--- src/rtl/image_pattern_gen_pkg.sv ---
// Shared word-type codes, pattern-select encodings and LFSR constants for the
// synthetic Bayer source; checkers and sensor models decode these identically.
`ifndef DTYPE_WIDTH
`define DTYPE_WIDTH        3
`define DTYPE_FRAME_START  3'd1
`define DTYPE_ROW_START    3'd2
`define DTYPE_PIXEL        3'd3
`define DTYPE_ROW_END      3'd4
`define DTYPE_FRAME_END    3'd5
`endif

package image_pattern_gen_pkg;

    localparam int DTYPE_W = `DTYPE_WIDTH;

    localparam logic [DTYPE_W-1:0] DT_FRAME_START = `DTYPE_FRAME_START;
    localparam logic [DTYPE_W-1:0] DT_ROW_START   = `DTYPE_ROW_START;
    localparam logic [DTYPE_W-1:0] DT_PIXEL       = `DTYPE_PIXEL;
    localparam logic [DTYPE_W-1:0] DT_ROW_END     = `DTYPE_ROW_END;
    localparam logic [DTYPE_W-1:0] DT_FRAME_END   = `DTYPE_FRAME_END;

    localparam logic [1:0] PAT_CONST   = 2'd0;
    localparam logic [1:0] PAT_RAMP    = 2'd1;
    localparam logic [1:0] PAT_CHECKER = 2'd2;
    localparam logic [1:0] PAT_NOISE   = 2'd3;

    // Fibonacci taps 16,14,13,11 -> register bits 15,13,12,10.
    localparam logic [15:0] LFSR_SEED = 16'hACE1;
    localparam logic [15:0] LFSR_TAPS = 16'hB400;

    function automatic logic [15:0] lfsr_step(input logic [15:0] q);
        return {q[14:0], ^(q & LFSR_TAPS)};
    endfunction

endpackage

--- src/rtl/image_pattern_lfsr.sv ---
// Noise source for pattern 3; only present when IMAGE_PATTERN_GEN_LFSR_EN is
// defined. value is the low bits of the state after the next step.
`ifdef IMAGE_PATTERN_GEN_LFSR_EN
module image_pattern_lfsr
    import image_pattern_gen_pkg::*;
#(
    parameter int OUT_W = 8
) (
    input  logic             pixclk,
    input  logic             resetb,
    input  logic             load,
    input  logic             step,
    output logic [OUT_W-1:0] value
);

    logic [15:0] q;
    logic [15:0] q_next;

    assign q_next = lfsr_step(q);
    assign value  = q_next[OUT_W-1:0];

    always_ff @(posedge pixclk) begin
        if (resetb || load) begin
            q <= LFSR_SEED;
        end else if (step) begin
            q <= q_next;
        end
    end

endmodule
`endif

--- src/rtl/image_pattern_gen.sv ---
// Synthetic Bayer frame source emitting the dvo/dtypeo/datao word stream.
// Optional LFSR noise for pattern 3 is enabled by IMAGE_PATTERN_GEN_LFSR_EN.
module image_pattern_gen
    import image_pattern_gen_pkg::*;
#(
    parameter int PIXEL_WIDTH    = 8,
    parameter int NUM_ROWS_WIDTH = 12,
    parameter int NUM_COLS_WIDTH = 12,
    parameter int BLANK_WIDTH    = 8
) (
    input  logic                      pixclk,
    input  logic                      resetb,
    input  logic                      enable,
    input  logic [NUM_ROWS_WIDTH-1:0] num_rows,
    input  logic [NUM_COLS_WIDTH-1:0] num_cols,
    input  logic [BLANK_WIDTH-1:0]    hblank,
    input  logic [BLANK_WIDTH-1:0]    vblank,
    input  logic [1:0]                pattern,
    input  logic [PIXEL_WIDTH-1:0]    chan00,
    input  logic [PIXEL_WIDTH-1:0]    chan01,
    input  logic [PIXEL_WIDTH-1:0]    chan10,
    input  logic [PIXEL_WIDTH-1:0]    chan11,
    output logic                      dvo,
    output logic [DTYPE_W-1:0]        dtypeo,
    output logic [PIXEL_WIDTH-1:0]    datao,
    output logic                      busy,
    output logic                      frame_done
);

    localparam logic [2:0] S_IDLE   = 3'd0;
    localparam logic [2:0] S_FSTART = 3'd1;
    localparam logic [2:0] S_RSTART = 3'd2;
    localparam logic [2:0] S_PIX    = 3'd3;
    localparam logic [2:0] S_REND   = 3'd4;
    localparam logic [2:0] S_HBLANK = 3'd5;
    localparam logic [2:0] S_FEND   = 3'd6;
    localparam logic [2:0] S_VBLANK = 3'd7;

    logic [2:0]                       state, nxt_state;
    logic [NUM_ROWS_WIDTH-1:0]        row, nxt_row, row_inc, cfg_rows;
    logic [NUM_COLS_WIDTH-1:0]        col, nxt_col, cfg_cols;
    logic [BLANK_WIDTH-1:0]           blank, nxt_blank, cfg_hblank, cfg_vblank;
    logic [1:0]                       cfg_pattern;
    logic [3:0][PIXEL_WIDTH-1:0]      cfg_chan;
    logic                             load_cfg;
    logic                             nxt_dvo;
    logic [DTYPE_W-1:0]               nxt_dtype;
    logic [PIXEL_WIDTH-1:0]           pix_val, noise_val;

    assign row_inc = row + NUM_ROWS_WIDTH'(1);

    always_comb begin
        nxt_state = state;
        nxt_row   = row;
        nxt_col   = col;
        nxt_blank = blank;
        load_cfg  = 1'b0;
        case (state)
            S_IDLE: begin
                nxt_row = '0;
                if (enable) begin
                    nxt_state = S_FSTART;
                    load_cfg  = 1'b1;
                end
            end
            S_FSTART: begin
                nxt_row   = '0;
                nxt_col   = '0;
                nxt_state = (cfg_rows == '0) ? S_FEND : S_RSTART;
            end
            S_RSTART: begin
                nxt_col   = '0;
                nxt_state = (cfg_cols == '0) ? S_REND : S_PIX;
            end
            S_PIX: begin
                if (col == cfg_cols - NUM_COLS_WIDTH'(1)) nxt_state = S_REND;
                else                                      nxt_col   = col + NUM_COLS_WIDTH'(1);
            end
            // row is advanced here, so "last row done" is row == cfg_rows from now on
            S_REND: begin
                nxt_row = row_inc;
                if (cfg_hblank != '0) begin
                    nxt_state = S_HBLANK;
                    nxt_blank = cfg_hblank - BLANK_WIDTH'(1);
                end else begin
                    nxt_state = (row_inc == cfg_rows) ? S_FEND : S_RSTART;
                end
            end
            S_HBLANK: begin
                if (blank == '0) nxt_state = (row == cfg_rows) ? S_FEND : S_RSTART;
                else             nxt_blank = blank - BLANK_WIDTH'(1);
            end
            S_FEND: begin
                if (cfg_vblank != '0) begin
                    nxt_state = S_VBLANK;
                    nxt_blank = cfg_vblank - BLANK_WIDTH'(1);
                end else begin
                    nxt_state = enable ? S_FSTART : S_IDLE;
                    load_cfg  = enable;
                end
            end
            S_VBLANK: begin
                if (blank == '0) begin
                    nxt_state = enable ? S_FSTART : S_IDLE;
                    load_cfg  = enable;
                end else begin
                    nxt_blank = blank - BLANK_WIDTH'(1);
                end
            end
            default: nxt_state = S_IDLE;
        endcase
    end

    always_comb begin
        nxt_dvo   = 1'b1;
        nxt_dtype = '0;
        case (nxt_state)
            S_FSTART: nxt_dtype = DT_FRAME_START;
            S_RSTART: nxt_dtype = DT_ROW_START;
            S_PIX:    nxt_dtype = DT_PIXEL;
            S_REND:   nxt_dtype = DT_ROW_END;
            S_FEND:   nxt_dtype = DT_FRAME_END;
            default:  nxt_dvo   = 1'b0;
        endcase
    end

    // Pixel for the word being registered, so it follows nxt_row/nxt_col.
    always_comb begin
        pix_val = '0;
        case (cfg_pattern)
            PAT_CONST:   pix_val = cfg_chan[{nxt_row[0], nxt_col[0]}];
            PAT_RAMP:    pix_val = nxt_col[PIXEL_WIDTH-1:0] + nxt_row[PIXEL_WIDTH-1:0];
            PAT_CHECKER: pix_val = (nxt_row[3] ^ nxt_col[3]) ? '1 : '0;
            default:     pix_val = noise_val;
        endcase
    end

`ifdef IMAGE_PATTERN_GEN_LFSR_EN
    image_pattern_lfsr #(.OUT_W(PIXEL_WIDTH)) u_lfsr (
        .pixclk (pixclk),
        .resetb (resetb),
        .load   (nxt_state == S_FSTART),
        .step   (nxt_state == S_PIX),
        .value  (noise_val)
    );
`else
    assign noise_val = '0;
`endif

    always_ff @(posedge pixclk) begin
        if (resetb) begin
            state       <= S_IDLE;
            row         <= '0;
            col         <= '0;
            blank       <= '0;
            dvo         <= 1'b0;
            dtypeo      <= '0;
            datao       <= '0;
            busy        <= 1'b0;
            frame_done  <= 1'b0;
            cfg_rows    <= '0;
            cfg_cols    <= '0;
            cfg_hblank  <= '0;
            cfg_vblank  <= '0;
            cfg_pattern <= '0;
            cfg_chan    <= '0;
        end else begin
            state      <= nxt_state;
            row        <= nxt_row;
            col        <= nxt_col;
            blank      <= nxt_blank;
            dvo        <= nxt_dvo;
            dtypeo     <= nxt_dtype;
            datao      <= (nxt_state == S_PIX) ? pix_val : '0;
            busy       <= (nxt_state != S_IDLE);
            frame_done <= (nxt_state == S_FEND);
            if (load_cfg) begin
                cfg_rows    <= num_rows;
                cfg_cols    <= num_cols;
                cfg_hblank  <= hblank;
                cfg_vblank  <= vblank;
                cfg_pattern <= pattern;
                cfg_chan    <= {chan11, chan10, chan01, chan00};
            end
        end
    end

endmodule

--- config.mk ---
export PLATFORM = sky130hd
export DESIGN_NAME = image_pattern_gen
export DESIGN_NICKNAME = d
export VERILOG_FILES = /design/src/rtl/image_pattern_gen_pkg.sv /design/src/rtl/image_pattern_lfsr.sv /design/src/rtl/image_pattern_gen.sv
export SDC_FILE = /design/constraint.sdc
export NUM_CORES = 1
export LEC_CHECK = 0
export ABC_AREA = 1
export CELL_PAD_IN_SITES_DETAIL_PLACEMENT = 1
export CELL_PAD_IN_SITES_GLOBAL_PLACEMENT = 1
export CORE_UTILIZATION = 44
export CTS_BUF_LIST = sky130_fd_sc_hd__clkbuf_4
export DETAILED_ROUTE_END_ITERATION = 8
export GPL_TIMING_DRIVEN = 0
export PLACE_DENSITY_LB_ADDON = 0.1
export SYNTH_ARGS = -nofsm -noshare
export SYNTH_HDL_FRONTEND = slang
export SYNTH_SLANG_ARGS = --single-unit
export TNS_END_PERCENT = 5
--- constraint.sdc ---
create_clock -name pixclk -period 10.4 [get_ports pixclk]
set_input_delay 1.04 -clock pixclk [delete_from_list [all_inputs] [get_ports pixclk]]
set_output_delay 1.04 -clock pixclk [all_outputs]
set_load 0.1 [all_outputs]
==> results.toml, run 1 <==
[run_status]
status = "finished, final reports clean"

[worst_hold_path]
hold_path.class = "flop to flop"
min-delay-start = "cfg_chan[26]"

[worst_setup_path]
arrival_ns = 4.74
reg2reg_from = "cfg_cols[0]"
rr_endpoint = "datao[6]"
path_depth = 21
startpoint = "cfg_cols[0]"
r2r_slack_ns = 6.14
slowest_stage = "fa_1"
critPathCapture = "datao[6]"
worstPathCellList = "inv_1, ha_1, nand2_2, nor2_2, xnor2_1, nand2_1, nor2_1, nand3_2, nand2_1, nand2_1, o22ai_1, inv_1, fa_1, o31ai_1, nand2_1, nand2_1, a21oi_1, xor2_1, o21ai_0, inv_1, a21oi_1"
worstPathRequired_ns = 10.88
critPathTopFamily = "simple AND/OR/NAND/NOR gates"
worst_r2r_path_depth = 21
max_stage_delay_ns = 0.44
setup.worst_path.end_class = "flop"
worst_setup_path_start_kind = "flop"
path_max_fanout = 7
cp_common_cell = "nand2_1"
crit_buf_inv = 3
critPathKind = "flop to flop"

[global_routing]
met3_usage_pct = 5.06
antenna_found_initial = 1
gr-total-overflow = 0
grt_pass1_wl_mm = 36.1
grtUsageMet2_pct = 48.3
track_usage_pct = 29.1
top_usage_layer = "met2"
grtUsageMet1_pct = 38.1
grt_max_degree = 17
grt_pass1_vias = 7165

[synthesis]
synth.avg_cell_area_um2 = 6.61
ys_seq_elements = 123
synth-edff-count = 0
ys_types = 42
yosys.area.top_type_share_pct = 36.0
ys_warn_count = 0
synth_area_leaders = "dfxtp_1, nand2_1, inv_1"
yosys.area.top_type = "dfxtp_1"
syn_area_um2 = 6840
async_flop_share_pct = 0
synth_nets = 1124
ys_seq_area_share_pct = 36.0
ys_dominant_reg_cell = "dfxtp_1"
syn_inst = 1035

[floorplanning]
ios = 91
row_count = 45
fp.coreArea_um2 = 15200
initial_core_util_pct = 45.0
fp.dieW_um = 127
die_y_um = 127
fp.dieArea_um2 = 16100

[timing]
period_share_pct = 41.0
hold_viol = 0
fin_ws_ns = 6.14
finalSetupViolCount = 0
rsz0062_at_grt = "no"
min_period_ns = 4.26
tightest_slew_ns = 0.973
setup_tns_ns = 0
slew_headroom_pct = 34.9
clock_skew_ns = 0.0157
fmax_mhz = 235
maxSlewViolCount = 0

[clock_network]
cts_hold_buf = 0
insertion_delay_ns = 0.57
path_clk_slew_ns = 0.12
post_cts_resized = 0
cts_setup_buffers = 0
clock_sinks = 123
htree_num_levels = 4
cts_root_buf = "clkbuf_4"
cts_buffer_depth = 2
cts_tree = "built"
cts_buffers = 17

[pwr]
cellPowerDensity_nw_per_um2 = 257
finalPower_mw = 2.12
ir_drop_v = 0.000104
power.leakage_nw = 3.55

[routing]
routed_wl_mm = 22.5
drc = 0
ant_nets = 0
avgViaCountPerCell = 5.39
dr_total_vias = 7251
drtIter0Drc = 437
firstDrtPassIters = 8
wire_per_inst_um = 16.7

[placement]
pre_cts_ws_ns = 6.20
gp_congestion = 0.900
hpwl_mm = 17.2
io_buffers = 90

[finish]
layout-drive-gt1-share_pct = 5.27
multiInputGateArea_um2 = 3640
syn2layout_area_growth_pct = 20.8
fin_nets = 1233
regArea_um2 = 2460
nFillCells = 2081

[job]
max_cap_violations = 0
-- synth_stat cells (2+ instances only) --
master / n
a21oi_1: 84
nor2_4: 2
inv_1: 154
a31oi_1: 2
xnor2_1: 10
nand4_1: 25
nand2_2: 3
nor2_1: 130
nand3_1: 70
nand2_1: 175
ha_1: 11
nor2_2: 4
nand3_4: 2
o21bai_1: 3
dfxtp_1: 123
o21ai_0: 108
o221ai_1: 3
o22ai_1: 5
nor4_1: 13
clkinv_1: 2
or2_2: 5
nand3_2: 3
o31ai_1: 2
o211ai_1: 4
nor3_1: 19
xor2_1: 23
clkbuf_1: 30
buf_2: 6
-- layer usage --
metal	up-vias	wire, um
met3	37	926
li1	3605	-
met2	172	10500
met4	0	488
met1	3437	10600
met5	-	0
-- cells in the final DEF (no fill, tap or decap), types with 4 or more instances in the layout --
| master | count |
|---|---|
| clkdlybuf4s50_1 | 90 |
| clkinv_1 | 4 |
| o21ai_0 | 108 |
| nor3_1 | 19 |
| xor2_1 | 23 |
| xnor2_1 | 10 |
| clkbuf_4 | 18 |
| buf_2 | 6 |
| nand4_1 | 25 |
| ha_1 | 11 |
| or2_2 | 5 |
| nor2_2 | 4 |
| clkbuf_1 | 30 |
| nor4_1 | 13 |
| a21oi_1 | 84 |
| dfxtp_1 | 123 |
| inv_1 | 154 |
| o211ai_1 | 4 |
| clkinv_4 | 4 |
| nand3_1 | 70 |
| o22ai_1 | 5 |
| nand2_1 | 175 |
| nor2_1 | 130 |
-- how the worst min path moves through the flow --
stage | endpoint | slack, ns | depth (start not counted)
2_1_floorplan | cfg_chan[0] | 0.43 | 2
3_3_place_gp | cfg_chan[2] | 0.44 | 2
3_5_place_dp | cfg_chan[4] | 0.45 | 2
4_1_cts | cfg_chan[24] | 0.47 | 2
5_1_grt | cfg_chan[4] | 0.48 | 2
6_report | cfg_chan[26] | 0.47 | 2
-- layout make-up --
class | count | area share [%]
inverters | 157 | 7.13
diodes | 1 | 0.0303
flip-flops and latches | 123 | 29.8
repair buffers | 90 | 10.9
multi-input cells | 718 | 44.0
well taps | 188 | 2.85
clock buffers | 18 | 1.64
plain buffers | 37 | 1.86
clock inverters | 14 | 1.79
-- flip-flops by register name, summed over array words and instances, names as in the netlist, 8 cells and up --
name and flops:
row 12, cfg_hblank 8, cfg_cols 12, col 12
datao 8, cfg_chan 32, cfg_vblank 8, cfg_rows 12
blank 8
-- report_power, final --
group / internal (mW) / leakage (nW) / switching [mW]
logic: 0.335 / 2.39 / 0.774
clock network: 0.145 / 0.144 / 0.208
registers: 0.585 / 1.01 / 0.0771
-- through the flow --
step | util [%] | hold WS [ns] | cells | cell area (um2)
2_1_floorplan | - | 0.430 | 1035 | 6840
3_3_place_gp | 52.5 | 0.444 | 1313 | 7980
3_5_place_dp | 52.5 | 0.448 | 1313 | 7980
4_1_cts | 54.3 | 0.470 | 1345 | 8260
5_1_grt | 54.4 | 0.480 | 1346 | 8260
6_report | 54.4 | 0.468 | 1346 | 8260
-- logic make-up after synthesis --
logic type | count (synthesis) | synth area share [%]
AOI/OAI and AO/OA | 218 | 17.0
xor gates and xnor gates | 33 | 4.22
adders and majority gates | 12 | 2.30
buffers and inverters | 194 | 10.9
DFF | 123 | 36.0
and+or+nand+nor | 455 | 29.6
-- tightest hold or removal path, cell delays in order, from the launching register on --
cell,delay (ns)
dfxtp_1,0.32
inv_1,0.06
a21oi_1,0.06
No activity file was read; power rests on OpenSTA's default activity.
==> inputs of run 2 (changes only) <==
--- a/config.mk
+++ b/config.mk
@@ -8,7 +8,7 @@
 export ABC_AREA = 1
 export CELL_PAD_IN_SITES_DETAIL_PLACEMENT = 1
 export CELL_PAD_IN_SITES_GLOBAL_PLACEMENT = 1
-export CORE_UTILIZATION = 44
+export CORE_UTILIZATION = 41
 export CTS_BUF_LIST = sky130_fd_sc_hd__clkbuf_4
 export DETAILED_ROUTE_END_ITERATION = 8
 export GPL_TIMING_DRIVEN = 0
==> constraint.sdc (replaced) <==
create_clock -name pixclk -period 4.2 [get_ports pixclk]
set_input_delay 0.42 -clock pixclk [delete_from_list [all_inputs] [get_ports pixclk]]
set_output_delay 0.42 -clock pixclk [all_outputs]
set_load 0.1 [all_outputs]
==> run 2 against run 1 <==
Effect of this change: sequential cell count unchanged; design area increased by 0.85%; worst hold slack got worse by 0.046 ns; global-route usage decreased by 2.1 points; clock skew about the same; worst setup slack got worse by 5.9 ns; via count decreased by 0.26%; maximum frequency increased by 7.1%; sequential power increased by 150%; critical path type unchanged; critical endpoint is now datao[7]; largest cell class unchanged.
==> results.toml, run 2 (synthesis results as in run 1) <==
[global_routing]
gr-total-overflow = 0
grt_pass1_vias = 7187
track_usage_pct = 26.9
antenna_found_initial = 1
grt_max_degree = 17
grt_pass1_wl_mm = 36.7

[worst_hold_path]
hold_path.class = "input port to flop"
min-delay-start = "hblank[5]"
hold-path-endpoint = "cfg_hblank[5]"
whs_path_depth = 3

[pwr]
combPwrFrac_pct = 53.1
p_int_mw = 2.59
power.leakage_nw = 3.55
seqPwrFrac_pct = 31.5
cellPowerDensity_nw_per_um2 = 625
power_frac_clock_pct = 15.4
finalPower_mw = 5.21
p_sw_share_pct = 50.2
power_switching_mw = 2.61
ir_drop_v = 0.000268

[finish]
layoutNonFillerInstCount = 1376
design_area_um2 = 8330
regMostFlops = "cfg_chan"
syn2layout_area_growth_pct = 21.8
final_util_pct = 51.9
final_common_cell = "nand2_1"
mostFrequentLayoutCells = "nand2_1, inv_1, nor2_1, dfxtp_1, o21ai_0"
fin_nets = 1236
largest_register_ffs = 32
layout-drive-gt1-share_pct = 6.30

[placement]
placed_area_um2 = 8010
dp.cells = 1341
hpwl_mm = 17.5
pre_cts_ws_ns = 0.0412
io_buffers = 90
gp_congestion = 0.899

[worst_setup_path]
critPathKind = "flop to flop"
arrival_ns = 4.46
worstPathCellList = "buf_2, nand2_1, inv_1, nor2_1, inv_2, o21ai_2, clkinv_1, ha_1, a21oi_1, o21bai_1, a21oi_1, xnor2_1, inv_1, nand3_1, nand2_1, nor2_2, nor2_1, a21oi_2"
setup.worst_path.end_class = "flop"
rr_endpoint = "datao[7]"
slowest_stage = "o21ai_2"
worstPathRequired_ns = 4.68
r2r_slack_ns = 0.22
path_max_fanout = 10
reg2reg_from = "state[2]"
worst_r2r_path_depth = 18
crit_buf_inv = 5
worst_setup_path_start_kind = "flop"
startpoint = "state[2]"
critPathTopFamily = "compound AO/OA/AOI/OAI gates"
max_stage_delay_ns = 0.51

[clock_network]
clock_sinks = 123
cts_buffers = 17
cts_buffer_depth = 2
cts_tree = "built"
cts_root_buf = "clkbuf_4"
insertion_delay_ns = 0.56
cts_hold_buf = 0
path_clk_slew_ns = 0.13
htree_num_levels = 4

[routing]
drtIter0Drc = 295
drc = 0
dr_total_vias = 7232
ant_nets = 0
wire_per_inst_um = 16.4
routed_wl_mm = 22.6
avgViaCountPerCell = 5.26
firstDrtPassIters = 5

[floorplanning]
fp.coreArea_um2 = 16100
fp.dieArea_um2 = 17200
fp.dieW_um = 131
initial_core_util_pct = 42.6
row_count = 46
die_y_um = 131
ios = 91

[timing]
hold_viol = 0
setup_tns_ns = 0
min_period_ns = 3.98
tightest_slew_ns = 0.989
clock_skew_ns = 0.0154
finalSetupViolCount = 0
holdWs_ns = 0.422
fmax_mhz = 251
slew_headroom_pct = 33.8
period_share_pct = 94.7
rsz0062_at_grt = "yes"
fin_ws_ns = 0.222
maxSlewViolCount = 0

[run_status]
status = "finished, final reports clean"

[job]
max_cap_violations = 0
## run 2: changes by cell type in the layout (fill, tap and decap cells not counted), sizes merged
cell / previous run / this run
buf: 7 / 10
bufinv: 2 / 1
clkinv: 9 / 8
clkinvlp: 3 / 4
## run 2: power by group through the flow
stage               clock network (mW)  registers [mW]  logic [mW]
finish                           0.804            1.64        2.76
global route                     0.864            1.67        3.10
CTS                              0.819            1.63        2.73
detailed placement                   0            1.66        2.71
global placement                     0            1.65        2.65
floorplan                            0            1.81        1.75
## run 2: metal layers
| layer | part of all wire, % | vias to the layer above | global-route usage (%) |
|---|---|---|---|
| met2 | 47 | 119 | 44.4 |
| met5 | 0 | - | 0 |
| met4 | 1.5 | 0 | 7.71 |
| li1 | - | 3612 | - |
| met1 | 48 | 3473 | 35.9 |
| met3 | 2.9 | 28 | 4.59 |
## run 2: worst max-delay path by stage
stage / endpoint / slack [ns] / cells after the start
final: datao[7] / 0.22 / 18
after global routing: datao[7] / -0.07 / 27
after CTS: datao[6] / 0.02 / 21
after detailed placement: datao[6] / 0.04 / 21
after global placement: datao[6] / 0.1 / 23
after floorplan: datao[6] / 0.77 / 23
## run 2: repair_timing
item / in CTS / in global routing
setup buffers: 0 / 3
endpoints found under the hold margin: 0 / 0
gates resized for setup: 0 / 11
setup endpoints to repair: 0 / 4
## run 2: layout make-up
cell class,instances,area (um2)
fillers,2184,7720
multi-input cells,718,3670
flip-flops and latches,123,2460
repair buffers,93,923
inverters,157,593
well taps,216,270
plain buffers,37,154
clock buffers,18,135
clock inverters,13,121
diodes,1,2.50
## run 2: worst register-to-register path: cells and delay by family, from the launching register on
family	cells	cell delay (ns)
and+or+nand+nor	6	0.90
xor gates and xnor gates	1	0.14
adders and majority gates	1	0.35
buffers and inverters	5	1.02
AOI/OAI and AO/OA	5	1.17
DFF	1	0.32
